## src/rtl/scurve_scan_engine.sv

```systemverilog
// S-curve threshold scan engine: steps the DAC over a range for one or all channels,
// counts triggers in a CLK_EXT-timed window and streams framed results out.
module scurve_scan_engine #(
  parameter int NCHN        = 64,
  parameter int CHN_W       = 6,
  parameter int DAC_W       = 10,
  parameter int CNT_W       = 16,
  parameter int SETTLE_CYC  = 16,
  parameter int CFG_TIMEOUT = 65535
) (
  input  logic             Clk,
  input  logic             reset,
  input  logic             Test_Start,
  input  logic             Scan_All,
  input  logic [CHN_W-1:0] Single_Chn,
  input  logic             Ctest_or_Input,
  input  logic [1:0]       Trig_Sel,
  input  logic [DAC_W-1:0] DAC_Start,
  input  logic [DAC_W-1:0] DAC_Stop,
  input  logic [DAC_W-1:0] DAC_Step,
  input  logic [CNT_W-1:0] CPT_MAX,
  output logic [NCHN-1:0]  CTest_Chn_Out,
  output logic [DAC_W-1:0] DAC_Out,
  output logic             Param_Load,
  input  logic             Config_Done,
  input  logic             CLK_EXT,
  input  logic             out_trigger0b,
  input  logic             out_trigger1b,
  input  logic             out_trigger2b,
  output logic [15:0]      Data_Out,
  output logic             Data_Valid,
  input  logic             Data_Ready,
  output logic             Busy,
  output logic             Test_Done
);

  typedef enum logic [3:0] {
    S_IDLE, S_HEADER, S_LOAD, S_WAIT_CFG, S_SETTLE, S_COUNT,
    S_EMIT, S_NEXT, S_TRAILER, S_ABORT, S_DONE
  } state_t;

  state_t           state;
  logic             start_d;
  logic             scan_all, ctest;
  logic [1:0]       trig_sel;
  logic [CHN_W-1:0] chn;
  logic [DAC_W-1:0] dac, dac_start, dac_stop, dac_step;
  logic [CNT_W-1:0] cpt_max, win_cnt, trig_cnt;
  logic [31:0]      timer;
  logic [1:0]       emit_idx;

  logic [1:0] ext_sync, t0_sync, t1_sync, t2_sync;
  logic       ext_prev, trig_prev, trig_src;
  logic       ext_evt, trig_evt, start_rise, can_push, more_chn;
  logic [DAC_W:0]  next_dac;
  logic [NCHN-1:0] mask_cur;

  always_ff @(posedge Clk or posedge reset) begin
    if (reset) begin
      ext_sync  <= '0;
      ext_prev  <= 1'b0;
      t0_sync   <= '1;
      t1_sync   <= '1;
      t2_sync   <= '1;
      trig_prev <= 1'b1;
    end else begin
      ext_sync  <= {ext_sync[0], CLK_EXT};
      ext_prev  <= ext_sync[1];
      t0_sync   <= {t0_sync[0], out_trigger0b};
      t1_sync   <= {t1_sync[0], out_trigger1b};
      t2_sync   <= {t2_sync[0], out_trigger2b};
      trig_prev <= trig_src;
    end
  end

  always_comb begin
    trig_src = 1'b1;
    case (trig_sel)
      2'd0:    trig_src = t0_sync[1];
      2'd1:    trig_src = t1_sync[1];
      2'd2:    trig_src = t2_sync[1];
      default: trig_src = t0_sync[1] & t1_sync[1] & t2_sync[1];
    endcase
  end

  assign ext_evt    = ext_sync[1] & ~ext_prev;
  assign trig_evt   = trig_prev & ~trig_src;
  assign start_rise = Test_Start & ~start_d;
  assign can_push   = ~Data_Valid | Data_Ready;
  assign next_dac   = {1'b0, dac} + {1'b0, dac_step};
  assign more_chn   = scan_all && (chn < CHN_W'(NCHN - 1));
  assign mask_cur   = (scan_all || ctest) ? (NCHN'(1) << chn) : '0;

  always_ff @(posedge Clk or posedge reset) begin
    if (reset) begin
      state         <= S_IDLE;
      start_d       <= 1'b0;
      scan_all      <= 1'b0;
      ctest         <= 1'b0;
      trig_sel      <= '0;
      chn           <= '0;
      dac           <= '0;
      dac_start     <= '0;
      dac_stop      <= '0;
      dac_step      <= '0;
      cpt_max       <= '0;
      win_cnt       <= '0;
      trig_cnt      <= '0;
      timer         <= '0;
      emit_idx      <= '0;
      CTest_Chn_Out <= '0;
      DAC_Out       <= '0;
      Param_Load    <= 1'b0;
      Data_Out      <= '0;
      Data_Valid    <= 1'b0;
      Busy          <= 1'b0;
      Test_Done     <= 1'b0;
    end else begin
      start_d    <= Test_Start;
      Param_Load <= 1'b0;
      // A push in an emitting state below overrides this release.
      if (Data_Valid && Data_Ready) Data_Valid <= 1'b0;

      case (state)
        S_IDLE, S_DONE: begin
          if (start_rise) begin
            scan_all  <= Scan_All;
            ctest     <= Ctest_or_Input;
            trig_sel  <= Trig_Sel;
            chn       <= Scan_All ? '0 : Single_Chn;
            dac       <= DAC_Start;
            dac_start <= DAC_Start;
            dac_stop  <= DAC_Stop;
            dac_step  <= (DAC_Step == '0) ? DAC_W'(1) : DAC_Step;
            cpt_max   <= CPT_MAX;
            Test_Done <= 1'b0;
            Busy      <= 1'b1;
            state     <= S_HEADER;
          end
        end
        S_HEADER: if (can_push) begin
          Data_Out   <= 16'hFF45;
          Data_Valid <= 1'b1;
          state      <= (dac_start > dac_stop) ? S_TRAILER : S_LOAD;
        end
        S_LOAD: begin
          DAC_Out       <= dac;
          CTest_Chn_Out <= mask_cur;
          Param_Load    <= 1'b1;
          timer         <= '0;
          state         <= S_WAIT_CFG;
        end
        S_WAIT_CFG: begin
          if (Config_Done) begin
            timer <= '0;
            state <= S_SETTLE;
          end else if (timer == 32'(CFG_TIMEOUT - 1)) begin
            state <= S_ABORT;
          end else begin
            timer <= timer + 32'd1;
          end
        end
        S_SETTLE: begin
          if (timer >= 32'(SETTLE_CYC - 1)) begin
            win_cnt  <= '0;
            trig_cnt <= '0;
            state    <= S_COUNT;
          end else begin
            timer <= timer + 32'd1;
          end
        end
        S_COUNT: begin
          if (win_cnt == cpt_max) begin
            emit_idx <= '0;
            state    <= S_EMIT;
          end else begin
            if (ext_evt) win_cnt <= win_cnt + CNT_W'(1);
            if (trig_evt && trig_cnt != '1) trig_cnt <= trig_cnt + CNT_W'(1);
          end
        end
        S_EMIT: if (can_push) begin
          Data_Valid <= 1'b1;
          case (emit_idx)
            2'd0:    Data_Out <= 16'(chn);
            2'd1:    Data_Out <= 16'(dac);
            default: Data_Out <= 16'(trig_cnt);
          endcase
          if (emit_idx == 2'd2) state <= S_NEXT;
          else emit_idx <= emit_idx + 2'd1;
        end
        S_NEXT: begin
          // Carry out of the DAC_W+1 bit sum means the code would wrap: end of range.
          if (!next_dac[DAC_W] && next_dac[DAC_W-1:0] <= dac_stop) begin
            dac   <= next_dac[DAC_W-1:0];
            state <= S_LOAD;
          end else if (more_chn) begin
            chn   <= chn + CHN_W'(1);
            dac   <= dac_start;
            state <= S_LOAD;
          end else begin
            state <= S_TRAILER;
          end
        end
        S_TRAILER, S_ABORT: if (can_push) begin
          Data_Out      <= (state == S_TRAILER) ? 16'hFF46 : 16'hFFEE;
          Data_Valid    <= 1'b1;
          Busy          <= 1'b0;
          Test_Done     <= 1'b1;
          CTest_Chn_Out <= '0;
          state         <= S_DONE;
        end
        default: state <= S_IDLE;
      endcase
    end
  end

endmodule

```

## config.mk

```make
export PLATFORM = sky130hd
export DESIGN_NAME = scurve_scan_engine
export DESIGN_NICKNAME = d
export VERILOG_FILES = /design/src/rtl/scurve_scan_engine.sv
export SDC_FILE = /design/constraint.sdc
export NUM_CORES = 1
export LEC_CHECK = 0
export BUFFER_PORTS_ARGS = -buffer_cell sky130_fd_sc_hd__buf_4
export CAP_MARGIN = 20
export CORE_MARGIN = 2
export CORE_UTILIZATION = 35
export CTS_CLUSTER_DIAMETER = 120
export CTS_CLUSTER_SIZE = 12
export DETAILED_ROUTE_END_ITERATION = 10
export PLACE_DENSITY = 0.51
export SYNTH_ARGS = -nofsm -noshare
export SYNTH_HDL_FRONTEND = slang
export SYNTH_SLANG_ARGS = --single-unit
```

## constraint.sdc

```tcl
create_clock -name Clk -period 11.7 [get_ports Clk]
set_input_delay 2.34 -clock Clk [delete_from_list [all_inputs] [get_ports Clk]]
set_output_delay 2.34 -clock Clk [all_outputs]
set_load 0.05 [all_outputs]
```

* Word-level counts from Yosys, hierarchy flattened *
Cells that the tools add are included.

operators by class
  add/sub/neg operators = 6
  $lt $le $gt $ge = 4
  equality and inequality tests = 34
  shifts and indexed selects = 1
  multiplexer cells = 58
  bitwise operators = 10
  reduce and logical (&&, ||, !) cells = 31

operator list
  operator                                              count
  two-way mux 16 bit                                    8
  two-way mux 64 bit                                    2
  one-hot mux 64 bit (2 select lines)                   1
  two-way mux 32 bit                                    3
  one-hot mux 16 bit (2 select lines)                   3
  one-hot mux 32 bit (3 select lines)                   1
  left shift 1 x 6 -> 64 bit, first input constant      1
  two-way mux 4 bit                                     12
  one-hot mux 16 bit (3 select lines)                   1
  two-way mux 10 bit                                    4
  one-hot mux 4 bit (9 select lines)                    1
  adder 16 x 1 -> 16 bit, second input constant         2
  adder 32 x 1 -> 32 bit, second input constant         1
  == test 32 x 16 -> 1 bit, second input constant       1
  >= comparator 32 x 4 -> 1 bit, second input constant  1
  != test 2 bit, second input constant                  14
  two-way mux 6 bit                                     4
  one-hot mux 10 bit (2 select lines)                   1
  AND reduction 4 bit                                   5
  == test 16 bit                                        1
  == test 4 x 3 -> 1 bit, second input constant         4
  != test 16 bit, second input constant                 1
  == test 4 bit, second input constant                  3
  one-hot mux 6 bit (2 select lines)                    1
  33 further kinds                                      68

storage, ports and cells
  register bits after elaboration = 241
  output and inout bits = 94

* Depth between registers and ports, before layout *
  depth in word-level cells = 9
  depth in mapped cells = 17
  mapped depth without buffers = 16

* Worst setup path after synthesis *
No wires, ideal clock.

  path type = reg-to-reg
  start point = reg dac[0]
  end point = reg dac[7]
  arrival = 3.794 ns
  data required time = 11.582 ns
  path slack = 7.788 ns
  stages on the path, launching flop included = 17
  period minus slack after synthesis = 3.912 ns
  cell sequence = dfrtp_1 ha_1 inv_1 fa_1 nor2b_1 o31a_1 or4_1 a31oi_1 xnor2_1 ha_1 a21oi_1 nand2_1 a2111oi_0 nand2_1 a22oi_4 mux2_2 a21o_1

on the way
  word-level cells in the longest chain between the ends = 5
  elaborated cells on any way between the ends = 8
  those cells by class = 1 x add/sub; 1 x order compare; 1 x eq/ne; 2 x mux; 3 x reduce/logical

ends and longest elaborated chain
  element                                                                               RTL line  text
  from (decl)                                                                           47        logic [DAC_W-1:0] dac, dac_start, dac_stop, dac_step;
  from (signal assigned)                                                                131       dac <= DAC_Start;
  from (signal assigned)                                                                194       dac <= next_dac[DAC_W-1:0];
  from (signal assigned)                                                                198       dac <= dac_start;
  adder 10 x 10 -> 11 bit *                                                             90        assign next_dac = {1'b0, dac} + {1'b0, dac_step};
  less-or-equal comparator 10 bit or logical NOT 1 bit (tied branches)                  193       if (!next_dac[DAC_W] && next_dac[DAC_W-1:0] <= dac_stop) begin
  logical AND 1 bit                                                                     193
  != test 3 bit (no line) or two-way mux 10 bit (tied branches)                         -
  AND reduction 3 bit (no line) or one-hot mux 10 bit (2 select lines) (tied branches)  -

Mark *: on every way between the ends. The rest lies on a longest branch, timed or not.
A chain may end at the register's enable or synchronous reset.

* Final worst setup path *
  start point = reg dac[0]
  end point = reg dac[3]

The elaborated chain is that of the path after synthesis.

==> results by stage <==
Run status:
- The run finished with clean final reports.

Setup path:
- Data on the critical path is required at its endpoint by 12.14 ns.
- STA classifies the critical path endpoint as a flop.
- The critical path is of the reg2reg type.
- The arrival time of the worst setup path is 5.23 ns.
- The largest driver fanout on the critical path is 17.
- The startpoint type of the worst setup path is a flop.
- The delay of the slowest critical-path stage is 0.60 ns.
- In this design, the largest share of critical-path delay is due to compound AO/OA/AOI/OAI gates.
- Among all stages on the critical path, the largest delay is contributed by sky130_fd_sc_hd__a2111oi_0.
- Counting both buffers and inverters, the worst setup path holds a total of 1.
- The critical path goes through ha_1, inv_1, fa_1, nor2b_1, o31a_1, or4_1, a31oi_1, xnor2_1, ha_1, a21oi_1, nand2_1, a2111oi_0, nand2_1, a22oi_4, o21ai_1, a32oi_1.

Final layout:
- Measured on the finished design, the core utilization comes to 0.425.
- The share of final-layout standard cells stronger than drive strength 1 is 0.168.
- The total area of multi-input combinational cells is 0.00556 mm².
- The area occupied by registers is 0.00604 mm².
- Once layout is done, the placed cells without fillers occupy 0.0142 mm².
- The area growth from synthesis to final layout is 19.7%.
- At the end of the flow, the number of nets in the layout was 1514.
- The number of fill cells in the layout is 3428.

Global route:
- Entering global routing, the biggest net connects 126 pins.
- The overall fraction of global-route tracks in use is 0.192.
- The global route total overflow is 0.
- The number of antenna violations at the first check in global routing is 3.
- The wire length of the first global-routing pass is 54500 µm.
- The via count of the first global-routing pass is 9433.

Drt:
- The routed design has 33700 µm of wire.
- Detailed routing inserted a total of 9513 vias.
- The number of iterations in the first detailed-routing pass is 5.
- The initial detailed-routing violation count is 642.
- The routed length per instance is 18.1 µm.
- The antenna violation net count after detailed routing is 0.
- The number of remaining DRC errors is 0.
- Using the TritonRoute via totals, the vias-per-cell ratio works out to 5.11.

Yosys:
- Synthesis handed over a netlist of 1260 instances.
- The synthesized design contains 241 register bits.
- The portion of the post-synthesis area used by sequential elements is 0.508.
- The number of warnings printed during yosys synthesis is 0.
- Measured against the total synthesized area, the mux share comes to 0.0242.
- Ranked by total cell area, the synthesized netlist is headed by sky130_fd_sc_hd__dfrtp_1, sky130_fd_sc_hd__nand2_1, sky130_fd_sc_hd__o21ai_0.
- The complex-gate fraction of the synthesized area is 0.131.
- The xor and xnor area share after synthesis is 0.0478.
- The biggest area contributor in the post-synthesis netlist is sky130_fd_sc_hd__dfrtp_1.
- Of the total synthesized cell area, the portion taken by AND, OR, NAND and NOR gates is 0.215.
- The most used flip-flop cell after synthesis is sky130_fd_sc_hd__dfrtp_1.
- The async set-reset flop share out of synthesis is 1.00.
- The number of flops mapped to enable cells by yosys is 0.
- The number of nets in the synthesized netlist is 1369.
- After synthesis the cells add up to 0.0119 mm².
- The synthesized netlist contains 70 unique library cells.
- The per-instance average area after synthesis is 9.44 µm².
- The share of synthesized cell area in full adder, half adder and majority cells is 0.0469.
- Of the post-synthesis cell area, the dominant cell type holds 0.492.
- The main combinational cell family by area after synthesis is simple AND/OR/NAND/NOR gates.

Clocking:
- No sink is reached through more buffers than the 3 on the longest clock path.
- The cell at the root of the clock tree is sky130_fd_sc_hd__clkbuf_16.
- The insertion delay to the later sink of the worst-skew pair is 0.53 ns.
- The TritonCTS clock tree is yes.
- The clock sink count is 241.
- The clock-pin slew of the registers on the worst-case setup and hold paths is 0.07 ns.
- The total number of H-tree levels is 1.
- In this run, post-CTS hold repair placed 0 buffers.
- After clock tree synthesis, the setup repair step added 0 buffers.
- The number of CTS-inserted buffers is 24.
- The number of gates resized after cts is 0.

Power and ir drop:
- For this design the static power due to leakage is 6.64 nW.
- The power density over the cells is 249 mW/mm².
- The worst-case vdd ir drop is 0.199 mV.

Placed design:
- The number of I/O port buffers is 158.
- After detailed placement, the total cell area comes to 0.0135 mm².
- The last weighted congestion value of the routability-driven placer is 0.814.
- The half-perimeter wire length after detailed placement is 24000 µm.

STA:
- The number of slew-limit violations in the final report came to 0.
- Setup repair after global routing left no endpoint under its margin.
- The final hold slack is 0.350 ns.
- The post-route fraction of the period consumed by the critical path is 0.409.
- After layout, the minimum clock period comes to 4.78 ns.
- The worst pin sits at a relative slew slack of 0.298.
- The setup violation total in the final timing report is 0.
- The setup TNS is 0 ns.
- The maximum frequency from static timing analysis is 209 MHz.
- The number of hold-slack violations in the final timing report came to 0.
- For the pin with the worst max-slew slack, the measured transition is 1.05 ns.
- The post-route clock skew is 0.0195 ns.

Flow run:
- The tool flagged a number of max-cap violations equal to 0.

Die:
- The cell row count is 67.
- In this run the count of I/O pins placed on the die edge is 159.
- The total area inside the core boundary comes to 0.0335 mm².
- The effective utilization at floorplan is 0.355.
- The die footprint is 0.0355 mm².
- In this run the vertical extent of the chip is 188 µm.
- The die is 188 µm wide.

Min path:
- The worst hold path class is reg2reg.
## placed cells by master (no fill, tap or decap), types with 20 or more instances in the layout
cell	count
sky130_fd_sc_hd__clkbuf_16	26
sky130_fd_sc_hd__a21oi_1	45
sky130_fd_sc_hd__nand4_1	20
sky130_fd_sc_hd__dfrtp_1	234
sky130_fd_sc_hd__ha_1	43
sky130_fd_sc_hd__o21ai_0	119
sky130_fd_sc_hd__xor2_1	28
sky130_fd_sc_hd__inv_1	36
sky130_fd_sc_hd__buf_4	165
sky130_fd_sc_hd__xnor2_1	37
sky130_fd_sc_hd__nor2_1	93
sky130_fd_sc_hd__nand2_1	260
sky130_fd_sc_hd__nand3_1	43
sky130_fd_sc_hd__nor3_1	23
## layout make-up
class / instances / area share
Inverter: 37 / 0.0103
Sequential cell: 241 / 0.424
Tap cell: 448 / 0.0394
Timing Repair Buffer: 166 / 0.0888
Clock inverter: 1 / 0.000791
Antenna cell: 1 / 0.000176
Clock buffer: 34 / 0.0463
Multi-Input combinational cell: 935 / 0.390
## where the power goes
group          internal (W)  switching, W  leakage [nW]  total (W)
sequential          0.00102      0.000187          3.13    0.00121
clock              0.000388      0.000320         0.325   0.000708
combinational      0.000592       0.00105          3.18    0.00164
## routing by layer
metal,up-vias,part of all wire,GRT usage
li1,4666,-,-
met1,4559,0.49,0.283
met2,232,0.43,0.290
met3,52,0.050,0.0343
met4,4,0.024,0.0496
met5,-,0.00074,0
## path summary, 6_finish.rpt
kind / end / depth (start not counted) / slack [ns] / start
max reg2reg: dac[3] / 16 / 6.92 / dac[0]
max in group asynchronous: cpt_max[15] / 4 / 7.67 / reset
min: ext_sync[1] / 0 / 0.35 / ext_sync[0]
min reg2reg: ext_sync[1] / 0 / 0.35 / ext_sync[0]
min in group asynchronous: timer[31] / 2 / 2.00 / reset
max: dac[3] / 16 / 6.92 / dac[0]
## cells in the mapped netlist (all sizes together), types with 13 or more instances
library cell	number
nand2	260
dfrtp	234
o21ai	122
nor2	95
a21oi	46
ha	43
nand3	43
inv	37
xnor2	37
clkbuf	36
xor2	28
nor3	25
nand4	21
nor4	18
and3	14
mux2	14
mux2i	13
## registers in the layout, indices dropped and copies added, names as in the netlist, 4 cells and up
register and cells:
CTest_Chn_Out 64, DAC_Out 10, Data_Out 16, chn 6, cpt_max 16, dac 10, dac_start 10, dac_step 10
dac_stop 10, state 4, timer 32, trig_cnt 16, win_cnt 16
## worst register-to-register path, delay by kind of cell (launching register included)
family	cells	cell delay [ns]
AOI/OAI and AO/OA	7	2.48
xor gates and xnor gates	1	0.20
adders and majority gates	3	0.78
buffers and inverters	1	0.08
DFF	1	0.42
and+or+nand+nor	4	0.76
## kinds of logic (layout without fill, tap and decap cells)
logic type,after synthesis,count (layout)
AOI/OAI and AO/OA,253,253
xor gates and xnor gates,65,65
adders and majority gates,44,44
buffers and inverters,84,238
DFF,241,241
muxes,27,27
other,0,1
and+or+nand+nor,546,546
## through the flow
stage	total power, W	cells	setup WS [ns]
floorplan	0.00239	1260	2.76
global placement	0.00284	1826	6.91
detailed placement	0.00286	1826	6.92
CTS	0.00358	1861	7.00
global route	0.00381	1862	6.61
finish	0.00355	1863	6.92
Power figures use the tool's default switching activity.
